--- config.mk ---
export PLATFORM = sky130hd
export DESIGN_NAME = ddr_wr_burst_driver_flat
export DESIGN_NICKNAME = d
export VERILOG_FILES = /design/src/rtl/ddr_wr_burst_driver_if.sv /design/src/rtl/ddr_wr_burst_driver.sv /design/src/flat_wrapper.sv
export SDC_FILE = /design/constraint.sdc
export NUM_CORES = 1
export LEC_CHECK = 0
export CAP_MARGIN = 30
export CORE_ASPECT_RATIO = 1.25
export CORE_MARGIN = 2
export CORE_UTILIZATION = 33
export DETAILED_ROUTE_END_ITERATION = 10
export HOLD_SLACK_MARGIN = 0.08
export PLACE_DENSITY = 0.65
export SLEW_MARGIN = 20
export SYNTH_ARGS = -nofsm -noshare
export SYNTH_HDL_FRONTEND = slang
export SYNTH_SLANG_ARGS = --single-unit
export TNS_END_PERCENT = 30
--- constraint.sdc ---
create_clock -name clk -period 2.98 [get_ports clk]
set_input_delay 0.298 -clock clk [delete_from_list [all_inputs] [get_ports clk]]
set_output_delay 0.298 -clock clk [all_outputs]
set_load 0.005 [all_outputs]
--- src/rtl/ddr_wr_burst_driver_if.sv ---
// Write-burst request handshake plus the DDR pin bundle serialized from it.
// master = sequencer side (drives the request), slave = burst driver (drives the pins).
interface ddr_wr_burst_driver_if #(
    parameter int DQ_WIDTH = 8,
    parameter int BL       = 8
);
    logic                   wr_valid;
    logic                   wr_ready;
    logic [DQ_WIDTH*BL-1:0] wr_data;
    logic                   ck_t;
    logic                   ck_c;
    logic                   dqs_t;
    logic                   dqs_c;
    logic                   dqs_oe;
    logic [DQ_WIDTH-1:0]    dq;
    logic                   dq_oe;
    logic                   busy;

    modport master (
        output wr_valid, wr_data,
        input  wr_ready, ck_t, ck_c, dqs_t, dqs_c, dqs_oe, dq, dq_oe, busy
    );

    modport slave (
        input  wr_valid, wr_data,
        output wr_ready, ck_t, ck_c, dqs_t, dqs_c, dqs_oe, dq, dq_oe, busy
    );
endinterface

--- src/rtl/ddr_wr_burst_driver.sv ---
// DDR write-path pin driver: CK pair, DQS with 1-tCK preamble / half-tCK postamble, DQ beats.
// First beat 2*WL clk edges after accept; one burst in flight, wr_ready low until the burst retires.
module ddr_wr_burst_driver #(
    parameter int DQ_WIDTH = 8,
    parameter int BL       = 8,
    parameter int WL       = 5
) (
    input  logic                 clk,
    input  logic                 rst_n,
    ddr_wr_burst_driver_if.slave bus
);
    localparam int LAST_EDGE = 2*WL + BL + 1;
    localparam int CW        = $clog2(LAST_EDGE + 1);
    localparam logic [CW-1:0] PRE_EDGE  = CW'(2*WL - 2);
    localparam logic [CW-1:0] DATA_EDGE = CW'(2*WL);
    localparam logic [CW-1:0] POST_EDGE = CW'(2*WL + BL);

    if (BL != 4 && BL != 8) begin : g_bad_bl
        $error("ddr_wr_burst_driver: BL must be 4 or 8");
    end
    if (WL < 2) begin : g_bad_wl
        $error("ddr_wr_burst_driver: WL must be at least 2");
    end

    typedef enum logic [2:0] {IDLE, WAIT, PRE, DATA, POST} state_t;

    state_t                 state_q;
    logic [CW-1:0]          cnt_q;
    logic [CW-1:0]          cnt_d;
    logic [DQ_WIDTH*BL-1:0] data_q;
    logic [DQ_WIDTH-1:0]    dq_q;
    logic                   ck_t_q;
    logic                   ck_t_d;
    logic                   dqs_t_q;
    logic                   dqs_oe_q;
    logic                   dq_oe_q;
    logic                   busy_q;
    logic                   wr_ready_q;
    logic                   accept;

    // cnt_q holds the index of the most recent edge counted from the accept edge
    assign cnt_d  = cnt_q + CW'(1);
    assign ck_t_d = ~ck_t_q;
    assign accept = bus.wr_valid && wr_ready_q;

    always_ff @(posedge clk or negedge rst_n) begin
        if (!rst_n) begin
            state_q    <= IDLE;
            cnt_q      <= '0;
            data_q     <= '0;
            dq_q       <= '0;
            ck_t_q     <= 1'b0;
            dqs_t_q    <= 1'b0;
            dqs_oe_q   <= 1'b0;
            dq_oe_q    <= 1'b0;
            busy_q     <= 1'b0;
            wr_ready_q <= 1'b1;
        end else begin
            ck_t_q     <= ck_t_d;
            wr_ready_q <= 1'b0;
            case (state_q)
                IDLE: begin
                    if (accept) begin
                        state_q <= WAIT;
                        cnt_q   <= '0;
                        data_q  <= bus.wr_data;
                        busy_q  <= 1'b1;
                    end else begin
                        // ready only ahead of a CK rising edge so accepts stay tCK-aligned
                        wr_ready_q <= ~ck_t_d;
                    end
                end
                WAIT: begin
                    cnt_q <= cnt_d;
                    if (cnt_d == PRE_EDGE) begin
                        state_q  <= PRE;
                        dqs_oe_q <= 1'b1;
                    end
                end
                PRE: begin
                    cnt_q <= cnt_d;
                    if (cnt_d == DATA_EDGE) begin
                        state_q <= DATA;
                        dq_oe_q <= 1'b1;
                        dqs_t_q <= 1'b1;
                        dq_q    <= data_q[DQ_WIDTH-1:0];
                        data_q  <= data_q >> DQ_WIDTH;
                    end
                end
                DATA: begin
                    cnt_q <= cnt_d;
                    if (cnt_d == POST_EDGE) begin
                        state_q <= POST;
                        dq_oe_q <= 1'b0;
                        dq_q    <= '0;
                        dqs_t_q <= 1'b0;
                    end else begin
                        dq_q    <= data_q[DQ_WIDTH-1:0];
                        data_q  <= data_q >> DQ_WIDTH;
                        dqs_t_q <= ~dqs_t_q;
                    end
                end
                POST: begin
                    state_q    <= IDLE;
                    cnt_q      <= '0;
                    dqs_oe_q   <= 1'b0;
                    busy_q     <= 1'b0;
                    wr_ready_q <= ~ck_t_d;
                end
                default: begin
                    state_q <= IDLE;
                    cnt_q   <= '0;
                end
            endcase
        end
    end

    assign bus.wr_ready = wr_ready_q;
    assign bus.ck_t     = ck_t_q;
    assign bus.ck_c     = ~ck_t_q;
    assign bus.dqs_t    = dqs_t_q;
    assign bus.dqs_c    = ~dqs_t_q;
    assign bus.dqs_oe   = dqs_oe_q;
    assign bus.dq       = dq_q;
    assign bus.dq_oe    = dq_oe_q;
    assign bus.busy     = busy_q;
endmodule

--- src/flat_wrapper.sv ---
// flat-port wrapper written by rule: the top's interface ports become plain ports
module ddr_wr_burst_driver_flat 
#(
    parameter int DQ_WIDTH = 8,
    parameter int BL       = 8,
    parameter int WL       = 5
)
  (clk, rst_n, bus_wr_valid, bus_wr_data, bus_wr_ready, bus_ck_t, bus_ck_c, bus_dqs_t, bus_dqs_c, bus_dqs_oe, bus_dq, bus_dq_oe, bus_busy);
  ddr_wr_burst_driver_if #(.DQ_WIDTH(DQ_WIDTH), .BL(BL)) bus_i ();
  input  logic clk;
  input  logic rst_n;
  input wire logic [$bits(bus_i.wr_valid)-1:0] bus_wr_valid;
  input wire logic [$bits(bus_i.wr_data)-1:0] bus_wr_data;
  output wire logic [$bits(bus_i.wr_ready)-1:0] bus_wr_ready;
  output wire logic [$bits(bus_i.ck_t)-1:0] bus_ck_t;
  output wire logic [$bits(bus_i.ck_c)-1:0] bus_ck_c;
  output wire logic [$bits(bus_i.dqs_t)-1:0] bus_dqs_t;
  output wire logic [$bits(bus_i.dqs_c)-1:0] bus_dqs_c;
  output wire logic [$bits(bus_i.dqs_oe)-1:0] bus_dqs_oe;
  output wire logic [$bits(bus_i.dq)-1:0] bus_dq;
  output wire logic [$bits(bus_i.dq_oe)-1:0] bus_dq_oe;
  output wire logic [$bits(bus_i.busy)-1:0] bus_busy;
  assign bus_i.wr_valid = bus_wr_valid;
  assign bus_i.wr_data = bus_wr_data;
  assign bus_wr_ready = bus_i.wr_ready;
  assign bus_ck_t = bus_i.ck_t;
  assign bus_ck_c = bus_i.ck_c;
  assign bus_dqs_t = bus_i.dqs_t;
  assign bus_dqs_c = bus_i.dqs_c;
  assign bus_dqs_oe = bus_i.dqs_oe;
  assign bus_dq = bus_i.dq;
  assign bus_dq_oe = bus_i.dq_oe;
  assign bus_busy = bus_i.busy;
  ddr_wr_burst_driver #(.DQ_WIDTH(DQ_WIDTH), .BL(BL), .WL(WL)) u_core (.clk(clk), .rst_n(rst_n), .bus(bus_i));
endmodule
==> results of run 1 <==
[through the flow]
stage	hold WS, ns	cells	cell area (um2)	power [mW]	worst slack, ns
after floorplan	0.00241	455	4530	4.33	0.505
after global placement	0.454	688	5430	4.77	0.344
after detailed placement	0.312	689	5460	4.87	0.227
after CTS	0.464	704	5800	6.15	0.221
after global routing	0.477	705	5810	6.53	0.0382
final	0.459	705	5810	6.09	0.224
[power by group through the flow]
stage	Clock (mW)	Sequential (mW)	Combinational, mW
after detailed placement	0	2.15	2.72
after global placement	0	2.13	2.64
after CTS	1.28	2.14	2.73
final	1.25	2.14	2.70
after global routing	1.34	2.22	2.98
after floorplan	0	2.02	2.31
[layout make-up]
class / count / area share, %
clock inverters: 4 / 1.68
clock buffers: 10 / 3.94
flip-flops and latches: 86 / 37.1
repair buffers: 92 / 16.2
multi-input cells: 329 / 36.6
well taps: 171 / 3.69
inverters: 13 / 0.841
[Yosys cell counts, types with 2 or more instances]
library cell / instances / area [um2]
nand2b_1: 2 / 12.5
nor2b_1: 2 / 12.5
dfrtp_1: 85 / 2130
a21oi_1: 8 / 40.0
buf_6: 2 / 22.5
buf_2: 2 / 10.0
o21ai_0: 29 / 145
nand3_1: 3 / 15.0
nor2_1: 5 / 18.8
ha_1: 3 / 37.5
mux2i_1: 8 / 80.1
inv_1: 13 / 48.8
nand2_1: 190 / 713
mux2_2: 4 / 45.0
o31ai_1: 2 / 15.0
mux2_4: 52 / 781
buf_12: 6 / 120
clkbuf_1: 16 / 60.1
[cell usage in the layout, fill, tap and decap left out, types with 2 or more instances in the layout]
cell type / n
buf_12: 2
mux2_2: 4
o31ai_1: 2
bufinv_16: 3
nor2_1: 4
mux2_4: 52
o21ai_0: 29
nand3_1: 3
mux2i_1: 8
clkbuf_16: 9
nor2b_1: 2
inv_1: 13
nand2_1: 190
a21oi_1: 8
ha_1: 3
dfrtp_1: 85
buf_4: 7
clkdlybuf4s50_1: 81
or3_4: 2
[flip-flops by register name (all words and copies together) (netlist names)]
register             cells
u_core.bus.wr_ready      1
u_core.cnt_q             5
u_core.bus.busy          1
u_core.bus.dqs_oe        1
u_core.bus.dq_oe         1
u_core.state_q           3
u_core.bus.dq            8
u_core.bus.dqs_t         1
u_core.bus.ck_t          1
u_core.data_q           64
[kinds of logic (layout without fill, tap and decap cells)]
family | count (synthesis) | count (layout)
AO/OA/AOI/OAI | 48 | 48
XOR/XNOR | 2 | 2
adder cells (fa/ha/maj) | 3 | 3
buffers and inverters | 40 | 119
flip-flops | 86 | 86
multiplexers | 64 | 64
AND/OR/NAND/NOR | 212 | 212
[per-layer routing]
layer / vias to the layer above / wire length, um
met1: 1543 / 4470
li1: 1630 / -
met2: 63 / 4700
met4: 0 / 148
met5: - / 0
met3: 12 / 365
[worst max-delay path by stage]
| stage | startpoint | endpoint | slack (ns) |
|---|---|---|---|
| 6_report | u_core.cnt_q[0]$_DFFE_PN0P_ | u_core.data_q[10]$_DFFE_PN0P_ | 0.22 |
| 5_1_grt | u_core.cnt_q[0]$_DFFE_PN0P_ | u_core.data_q[10]$_DFFE_PN0P_ | 0.04 |
| 4_1_cts | u_core.cnt_q[0]$_DFFE_PN0P_ | u_core.data_q[10]$_DFFE_PN0P_ | 0.22 |
| 3_5_place_dp | u_core.cnt_q[0]$_DFFE_PN0P_ | u_core.data_q[10]$_DFFE_PN0P_ | 0.23 |
| 3_3_place_gp | u_core.cnt_q[0]$_DFFE_PN0P_ | u_core.data_q[11]$_DFFE_PN0P_ | 0.34 |
| 2_1_floorplan | u_core.cnt_q[0]$_DFFE_PN0P_ | u_core.data_q[0]$_DFFE_PN0P_ | 0.50 |
[what timing repair did]
item	CTS	global route
gates resized for setup	0	0
hold endpoints to repair	38	0
hold buffers	1	0
==> reports/summary.md, run 1 <==
Setup repair after global routing left no endpoint under its margin. The logs give 1.97 mW for the switching power summed over all nets and 3 for the level count of the clock H-tree. For this design the static power due to leakage is 2.86 nW.

The logs give 3301 for the number of global-route vias before repair and 0 for the residual overflow from global routing. For the final setup violation count, the log shows 0. The top cell family by delay on the critical path was simple AND/OR/NAND/NOR gates.

For the worst setup path, the data arrival time is 2.98 ns. The initial antenna violation count is 0, and the antenna diode instance count is 0. Setup slack on the worst reg-to-reg path comes out at 0.22 ns. Routed wirelength normalized by instance count: 13.7 um. Among all flip-flop cells after synthesis, the most frequent one is dfrtp_1.

The tools report the total count of max-transition violations in the final report as 0. The average cell area after synthesis was 9.95 um2; the peak ir drop on the vdd network was 498 uV. In this run the post-CTS setup repair buffer count came out at 0. Max-cap violations in this run came to 0. The flow ran to the end, and the final reports show no timing, DRC or antenna violations. In the final layout, the multi-input gates occupy 2120 um2. For met1 alone, demand over resource in global routing was 18.3%. After detailed routing, the number of remaining DRC violations is 0. Along the worst path, the maximum fanout reaches 16. The share of total power in sequential cells came out at 35.2%. The tools report the endpoint type of the worst setup path as a flip-flop.

Across every metal layer, demand over resource in global routing totals 14.1%. The launching element type of the critical path is a flip-flop. The maximum buffer depth of the clock tree is 2. The sum of buffers and inverters on the critical path works out to 1. TritonCTS built the clock tree. In this run switching power makes up 32.3% of total power. Entering global routing, the biggest net connects 49 pins. Number of routed nets with antenna violations: 0.

Worst setup path category: flip-flop to flip-flop. The synthesized netlist devotes 6.35% of its cell area to compound gates. The logs give 33.9% for the initial cell density of the core and 20.5% for the fraction of power consumed by the clock network.

The clock transition at the register clock pins on the worst setup and hold paths after CTS came out at 0.06 ns. The total negative setup slack was 0 ns; the post-synthesis register bit count was 86. The largest stage delay on the critical path is 0.49 ns. The tools report the number of optimization iterations in the first detailed-route pass as 4. For met3 alone, demand over resource in global routing was 2.85%.

For the pin with the worst max-slew slack, the measured transition is 0.713 ns. The tools report the post-synthesis net count as 525. The internal power of the cells totals 4.12 mW. The number of I/O port buffers was 82. The synthesized-area fraction occupied by xor and xnor cells works out to 0.387%. The worst hold path cell count works out to 1. In this run the core area contains 47 standard-cell rows.

After filler insertion, the fill cell instance count of the layout stands at 1277. The detail-routed via count per cell came out at 4.61. The final layout contains 601 nets. In this run the tightest slew margin relative to its limit is 52.3%. Counting flops with an async set or reset pin after synthesis yields a share of 100%. The endpoint of the worst hold-timing path is u_core.bus.ck_t$_DFF_PN0_. For the data required time at the worst endpoint, the log shows 3.20 ns.

Relative to the synthesized area, the layout overhead comes to 28.2%. The insertion delay of the later-clocked pin in the worst-skew pair is 0.34 ns. The path class of the tightest hold or removal check is flip-flop to flip-flop.

The global-route met2 utilization was 23.3%; the core occupancy in the finished layout was 43.5%. Summing the areas of all and, or, nand and nor instances in the mapped netlist gives 19.0% of the synthesized area. The worst hold path begins at u_core.bus.ck_t$_DFF_PN0_. The cell area that synthesis handed to floorplanning was 4530 um2. Of the cells placed in the final design, the portion with a size suffix greater than 1 is 16.7%.

The tree built by TritonCTS fans out to 86 sinks. The endpoint of the lowest-slack register-to-register path was u_core.data_q[10]$_DFFE_PN0P_. Yosys mapped a number of flops with a built-in enable equal to 0.

The slowest stage of the critical path belongs to the cell dfrtp_1. The clock arrives with 0.00811 ns of skew. Master cell of the clock root buffer: clkbuf_16. The first routing iteration left 165 violations.

The dominant combinational cell family by area after synthesis is multiplexers. From left edge to right edge, the die measures 109 um. Pin placement for this block handled 83 I/O pins. The synthesized netlist devotes 0.829% of its cell area to adder and majority cells. The die is 135 um tall. The timing-limited maximum frequency is 363 MHz, and the share of the yosys chip area belonging to registers is 47.5%. For the hold violation count in the final report, the log shows 0.

The tools report the overall die area as 14700 um2. The synthesized netlist contains 41 unique library cells. The layer flagged by global routing as most heavily used is met2.

Subtracting the final worst setup slack from the clock period gives 2.76 ns. Yosys printed 0 warnings. Synthesis produced 455 cells.

Traced cell by cell, the critical path runs through ha_1 -> nand3_1 -> or4b_1 -> o31ai_1 -> o22a_1 -> or3_4 -> buf_4 -> mux2_2. CTS buffer count: 9. Dividing total power by cell area gives a power density of 1050 nW/um2. The wire-length estimate of the detail-placed layout is 6.99 mm.

The via count was 3248; the wire length reported by the detailed router was 9.68 mm. The sequential cells in the finished layout cover a total of 2150 um2. In the synthesized netlist, mux cells make up 20.0% of the area. The core box area was 13300 um2. The final critical path takes up 92.5% of the cycle. For the routability congestion estimate, the log shows 0.801. Worst reg2reg path depth: 8. Counting buffers and inverters, the worst setup path is 8 cells deep.

The worst register-to-register path begins at u_core.cnt_q[0]$_DFFE_PN0P_. The first global-routing pass estimated 16.2 mm of wire. In this run, the combinational gates consume 44.3% of the power.
No activity file was read; power rests on OpenSTA's default activity.
==> run 2, diff against run 1 <==
--- a/config.mk
+++ b/config.mk
@@ -12,7 +12,8 @@
 export DETAILED_ROUTE_END_ITERATION = 10
 export HOLD_SLACK_MARGIN = 0.08
 export PLACE_DENSITY = 0.65
-export SLEW_MARGIN = 20
+export SKIP_CTS_REPAIR_TIMING = 1
+export SLEW_MARGIN = 5
 export SYNTH_ARGS = -nofsm -noshare
 export SYNTH_HDL_FRONTEND = slang
 export SYNTH_SLANG_ARGS = --single-unit
==> run 2 against run 1 <==
  * Clock-buffer cell count unchanged
  * Combinational power barely moved
  * Sequential cell count stayed put
  * Non-clock buffer count fell by 1
  * Global-route usage stayed put
  * Utilization decreased by 0.056 points
  * Clock skew is essentially flat
  * Critical path type unchanged
  * Largest cell class unchanged
  * Highest routed layer unchanged
==> reports/summary.md, run 2 (synthesis gave the netlist of run 1 again) <==
The flow ran to the end, and the final reports show no timing, DRC or antenna violations. For the number of design rule violations left after detail routing, the log shows 0 (unchanged). Endpoint of the lowest-slack register-to-register path: u_core.data_q[10]$_DFFE_PN0P_. The endpoint of the worst hold-timing path was u_core.bus.ck_t$_DFF_PN0_.

Worst hold slack after final layout: 0.459 ns (+0.000118 ns). The endpoint type of the worst setup path is a flip-flop. For the post-route clock skew, the log shows 0.00787 ns (-0.000246 ns).

The slowest stage of the critical path belongs to the cell dfrtp_1. The tools report the core box area as 13300 um2 (unchanged). The worst setup path category is flip-flop to flip-flop. The sum of buffers and inverters on the critical path came out at 1 (unchanged).

The number of routed nets with antenna violations is 0 (unchanged), and the level count of the clock H-tree is 3 (unchanged). The first-pass GRT wire length was 16.2 mm (unchanged); the timing-limited maximum frequency was 364 MHz (+0.18%). TritonCTS built the clock tree. The floorplan row count was 47 (unchanged).

The logs give 9.64 mm (-0.51%) for the wire length reported by the detailed router and 6.08 mW (-0.23%) for the overall power after layout. The tools report the launch point of the worst reg-to-reg path as u_core.cnt_q[0]$_DFFE_PN0P_. The routed wirelength normalized by instance count was 13.7 um (-0.36%); the overall die area was 14700 um2 (unchanged). The data required time at the worst endpoint is 3.20 ns (about the same).

Setup repair after global routing left no endpoint under its margin. The run gives 2.97 ns (about the same) as the arrival time at the worst endpoint. The startpoint identified for the worst hold timing path is u_core.bus.ck_t$_DFF_PN0_. The signal on the critical path passes through ha_1 -> nand3_1 -> or4b_1 -> o31ai_1 -> o22a_1 -> or3_4 -> buf_4 -> mux2_2. The number of flip-flops under the largest register name is 64 (unchanged). The detail-routed via count per cell is 4.60 (-0.26%). The launching element type of the critical path is a flip-flop. The minimum clock period was 2.75 ns (-0.00501 ns).

The total of max-cap violations is 0 (unchanged), and the proportion of layout cells with a drive suffix above 1 is 16.5% (-0.16 points). Actual slew at the worst max-slew pin: 0.950 ns (+0.237 ns). The final period utilization was 92.3% (-0.17 points). Launch point of the critical path: u_core.cnt_q[0]$_DFFE_PN0P_. For the residual overflow from global routing, the log shows 0 (unchanged). The tools report the master cell of the clock root buffer as clkbuf_16. For the overall track demand over capacity in global routing, the log shows 14.1% (unchanged). The detailed router's first-iteration violation count was 141 (-15%); the peak ir drop on the vdd network was 492 uV (-1.2%). Leaving out fill and tap cells, the most frequent cells in the layout are nand2_1, dfrtp_1, clkdlybuf4s50_1, mux2_4, o21ai_0. The total negative setup slack is 0 ns (unchanged), and the hold violation count in the final report is 0 (unchanged). Flop-to-flop setup slack: 0.23 ns (about the same). The net total in the final layout was 600 (-0.17%).

The run gives 0 (unchanged) as the final setup violation count. The x dimension of the die works out to 109 um (unchanged). The largest net degree at the start of global routing was 49 (unchanged); the layout-stage area growth over the synthesis result was 28.0%.

The total power divided by cell area is 1050 nW/um2 (about the same). Leaving out fill and tap cells, the most frequent cell in the layout is nand2_1. The clock transition at the register clock pins on the worst setup and hold paths after CTS was 0.06 ns (about the same); the die height was 135 um (unchanged).

More flip-flops sit in one register than any other, and that register is u_core.data_q. For the detailed-placement wirelength estimate, the log shows 6.99 mm (unchanged). The TritonCTS sink count was 86 (unchanged); the static leakage was 2.86 nW (-0.15%). The top cell family by delay on the critical path was simple AND/OR/NAND/NOR gates. The tools report the initial cell density of the core as 33.9% (unchanged).

The worst reg2reg path depth was 8 (unchanged); the insertion delay of the later-clocked pin in the worst-skew pair was 0.34 ns (about the same). The tools report the relative slew slack as 36.2% (-16 points). The largest fanout on the critical path is 16 (unchanged). The routability congestion estimate was 0.801 (unchanged). The initial antenna violation count is 0 (unchanged).

The tools report the total count of max-transition violations in the final report as 0 (unchanged). The largest stage delay on the critical path was 0.49 ns (about the same); the worst hold path cell count was 1 (unchanged). The run gives 83 (unchanged) as the number of top-level design ports. The antenna diode instance count is 0 (unchanged). Path category of the worst min-delay check: flip-flop to flip-flop. The number of global-route vias before repair came out at 3301 (unchanged). The tools report the via count as 3235 (-0.40%).

Number of I/O port buffers: 82 (unchanged). The number of optimization iterations in the first detailed-route pass is 4 (unchanged), and the maximum buffer depth of the clock tree is 2 (unchanged). The CTS buffer count is 9 (unchanged).
-- run 2: where the power goes --
group	internal [mW]	total (mW)	leakage (nW)	switching, mW
combinational	1.55	2.69	1.67	1.13
sequential	1.75	2.14	1.03	0.388
clock	0.810	1.25	0.155	0.440
-- run 2: metrics by stage --
stage	util (%)	cell area [um2]	worst slack, ns	instances
floorplan	-	4530	0.505	455
global placement	40.7	5430	0.344	688
detailed placement	40.9	5460	0.227	689
CTS	43.4	5790	0.221	703
global route	43.4	5800	0.0382	704
finish	43.4	5800	0.229	704
-- run 2: layout make-up --
type,instances,area [um2]
clock buffers,10,229
clock inverters,4,97.6
fillers,1278,7550
inverters,13,48.8
multi-input cells,329,2120
flip-flops and latches,86,2150
well taps,171,214
repair buffers,91,933
-- run 2: how the worst max path moves through the flow --
stage / end / depth (start not counted) / slack, ns
3_3_place_gp: u_core.data_q[11]$_DFFE_PN0P_ / 8 / 0.34
4_1_cts: u_core.data_q[10]$_DFFE_PN0P_ / 8 / 0.22
5_1_grt: u_core.data_q[10]$_DFFE_PN0P_ / 8 / 0.04
2_1_floorplan: u_core.data_q[0]$_DFFE_PN0P_ / 10 / 0.50
6_report: u_core.data_q[10]$_DFFE_PN0P_ / 8 / 0.23
3_5_place_dp: u_core.data_q[10]$_DFFE_PN0P_ / 8 / 0.23
-- run 2: worst register-to-register path: cells and delay by family (launching register included) --
kind	cells	cell delay (ns)
buffers and inverters	1	0.28
adders and majority gates	1	0.35
AOI/OAI and AO/OA	2	0.36
DFF	1	0.49
muxes	1	0.37
and+or+nand+nor	3	0.79
-- run 2: metal layers --
metal  track usage, %  share of wire, %
met2             23.3                49
met4             4.91               1.5
met3             2.85               3.8
met5                0                 0
met1             18.3                46
==> run 3, diff against run 2 <==
--- a/config.mk
+++ b/config.mk
@@ -12,6 +12,7 @@
 export DETAILED_ROUTE_END_ITERATION = 10
 export HOLD_SLACK_MARGIN = 0.08
 export PLACE_DENSITY = 0.65
+export SETUP_SLACK_MARGIN = 0.2
 export SKIP_CTS_REPAIR_TIMING = 1
 export SLEW_MARGIN = 5
 export SYNTH_ARGS = -nofsm -noshare
==> run 3 against run 2 <==
  * Cell area increased by 0.22%
  * Clock skew rose by 0.00072 ns
  * Global-route usage unchanged
  * Cell count did not move
  * Critical path depth unchanged
  * Register-to-register slack improved by 0.20 ns
  * Sequential share of layout area shrank 0.058 points
  * Critical path type unchanged
  * Largest cell class unchanged
==> reports/summary.md, run 3 (synthesis gave the netlist of run 1 again) <==
The clock transition at the register clock pins on the worst setup and hold paths after CTS works out to 0.06 ns (about the same). The minimum clock period came out at 2.55 ns (-0.200 ns). X dimension of the die: 109 um (unchanged). Core occupancy in the finished layout: 43.5% (+0.094 points). The total count of max-transition violations in the final report was 0 (unchanged); the number of I/O port buffers was 82 (unchanged). TritonCTS built the clock tree. The actual slew at the worst max-slew pin is 0.957 ns (+0.00704 ns), and the routed wirelength normalized by instance count is 13.8 um (+0.72%). Number of inserted filler cells in the final layout: 1278 (unchanged).

The final non-filler cell total came out at 704 (unchanged). The cell count after placement was 689 (unchanged). The final setup violation count was 0 (unchanged); the static leakage was 2.86 nW (about the same). The largest net degree at the start of global routing came out at 49 (unchanged). Initial antenna violation count: 0 (unchanged).

The tools report the CTS buffer count as 9 (unchanged). Number of routed nets with antenna violations: 0 (unchanged). The number of top-level design ports came out at 83 (unchanged). The detailed-placement wirelength estimate was 6.99 mm (unchanged); the number of global-route vias before repair was 3301 (unchanged).

The tools report the data required time at the worst endpoint as 3.20 ns (about the same). Area taken by flip-flops and latches: 2150 um2 (about the same). The tools report the arrival time at the worst endpoint as 2.77 ns (-0.20 ns). The worst setup path category was flip-flop to flip-flop.

The number of flip-flops under the largest register name is 64 (unchanged). The tools report the first-pass GRT wire length as 16.2 mm (unchanged). The run gives 33.9% (unchanged) as the initial cell density of the core.

The relative slew slack came out at 35.8% (-0.47 points). The worst hold path begins at u_core.bus.ck_t$_DFF_PN0_. The timing-limited maximum frequency was 392 MHz (+7.9%); the number of optimization iterations in the first detailed-route pass was 4 (unchanged). Floorplan row count: 47 (unchanged).

STA classifies the critical path endpoint as a flip-flop. The routability congestion estimate was 0.801 (unchanged); the overall die area was 14700 um2 (unchanged). The tools report the detailed router's first-iteration violation count as 147 (+4.3%). Register with the most flip-flops: u_core.data_q. Most frequent standard cell in the layout excluding fill and tap cells: nand2_1. The detail-routed via count per cell is 4.62 (+0.46%), and the hold violation count in the final report is 0 (unchanged). The master cell of the clock root buffer is clkbuf_16. Number of design rule violations left after detail routing: 0 (unchanged). The via count came out at 3250 (+0.46%). The core box area is 13300 um2 (unchanged), and the insertion delay of the later-clocked pin in the worst-skew pair is 0.34 ns (about the same). The final period utilization was 85.6% (-6.7 points); the maximum buffer depth of the clock tree was 2 (unchanged). The net total in the final layout is 600 (unchanged). The antenna diode instance count was 0 (unchanged). The peak ir drop on the vdd network was 495 uV (+0.52%); the total power divided by cell area was 1050 nW/um2 (+0.17%). The worst register-to-register path begins at u_core.cnt_q[1]$_DFFE_PN0P_. The level count of the clock H-tree was 3 (unchanged).

The path class of the tightest hold or removal check is flip-flop to flip-flop. The flow ran to the end, and the final reports show no timing, DRC or antenna violations. For the area of the multi-input gates, the log shows 2130 um2 (+0.35%).

Leaving out fill and tap cells, the most frequent cells in the layout are nand2_1, dfrtp_1, clkdlybuf4s50_1, mux2_4, o21ai_0. The run gives 0.459 ns (-0.000231 ns) as the worst hold slack after final layout. Die height: 135 um (unchanged). Wire length reported by the detailed router: 9.70 mm (+0.72%).

The total negative setup slack was 0 ns (unchanged); the post-route clock skew was 0.00859 ns (+0.000724 ns). The largest fanout on the critical path was 16 (unchanged). Launching element type of the critical path: a flip-flop. The residual overflow from global routing is 0 (unchanged), and the proportion of layout cells with a drive suffix above 1 is 17.1% (+0.56 points).

The layout-stage area growth over the synthesis result works out to 28.3%. The run gives 0 (unchanged) as the total of max-cap violations. Setup repair after global routing left no endpoint under its margin.

The run gives 86 (unchanged) as the TritonCTS sink count. The critical path starts at u_core.cnt_q[1]$_DFFE_PN0P_. The tools report the overall track demand over capacity in global routing as 14.1% (unchanged).
## run 3: through the flow
stage               setup WS, ns  instance area [um2]  power [mW]
floorplan                  0.505                 4530        4.33
global placement           0.344                 5430        4.77
detailed placement         0.227                 5460        4.87
CTS                        0.221                 5790        6.15
global route               0.257                 5810        6.53
finish                     0.430                 5810        6.10
## run 3: cell type report
class                   count  area share [%]
repair buffers             91            16.1
multi-input cells         329            36.6
well taps                 171            3.68
clock inverters             4            1.68
inverters                  13           0.840
clock buffers              10            3.94
flip-flops and latches     86            37.1
## run 3: path summary, 6_finish.rpt
path                                                 endpoint  slack [ns]  cells after the start
worst max register to register  u_core.data_q[10]$_DFFE_PN0P_        0.43                      8
min in group asynchronous        u_core.bus.dq[6]$_DFFE_PN0P_        0.47                      2
worst min-delay path                u_core.bus.ck_t$_DFF_PN0_        0.46                      1
worst min register to register      u_core.bus.ck_t$_DFF_PN0_        0.46                      1
worst max-delay path            u_core.data_q[10]$_DFFE_PN0P_        0.43                      8
max in group asynchronous       u_core.bus.wr_ready$_DFF_PN1_        1.83                      3
## run 3: layer usage
layer  track usage, %  routed length, um  vias up
li1                 -                  -     1632
met1             18.3               4470     1543
met2             23.3               4730       63
met3             2.85                357       12
met4             4.91                148        0
met5                0                  0        -
## run 3: critical path: stages (launching register included)
cell	delay, ns
dfrtp_1	0.46
ha_2	0.30
nand3_1	0.11
or4b_1	0.52
o31ai_2	0.13
o22a_1	0.18
or3_4	0.16
buf_6	0.22
mux2_2	0.35
## run 3: power by group
group | total (mW) | switching, mW | leakage, nW | internal, mW
combinational | 2.70 | 1.14 | 1.67 | 1.56
clock | 1.25 | 0.442 | 0.155 | 0.810
sequential | 2.15 | 0.393 | 1.03 | 1.75
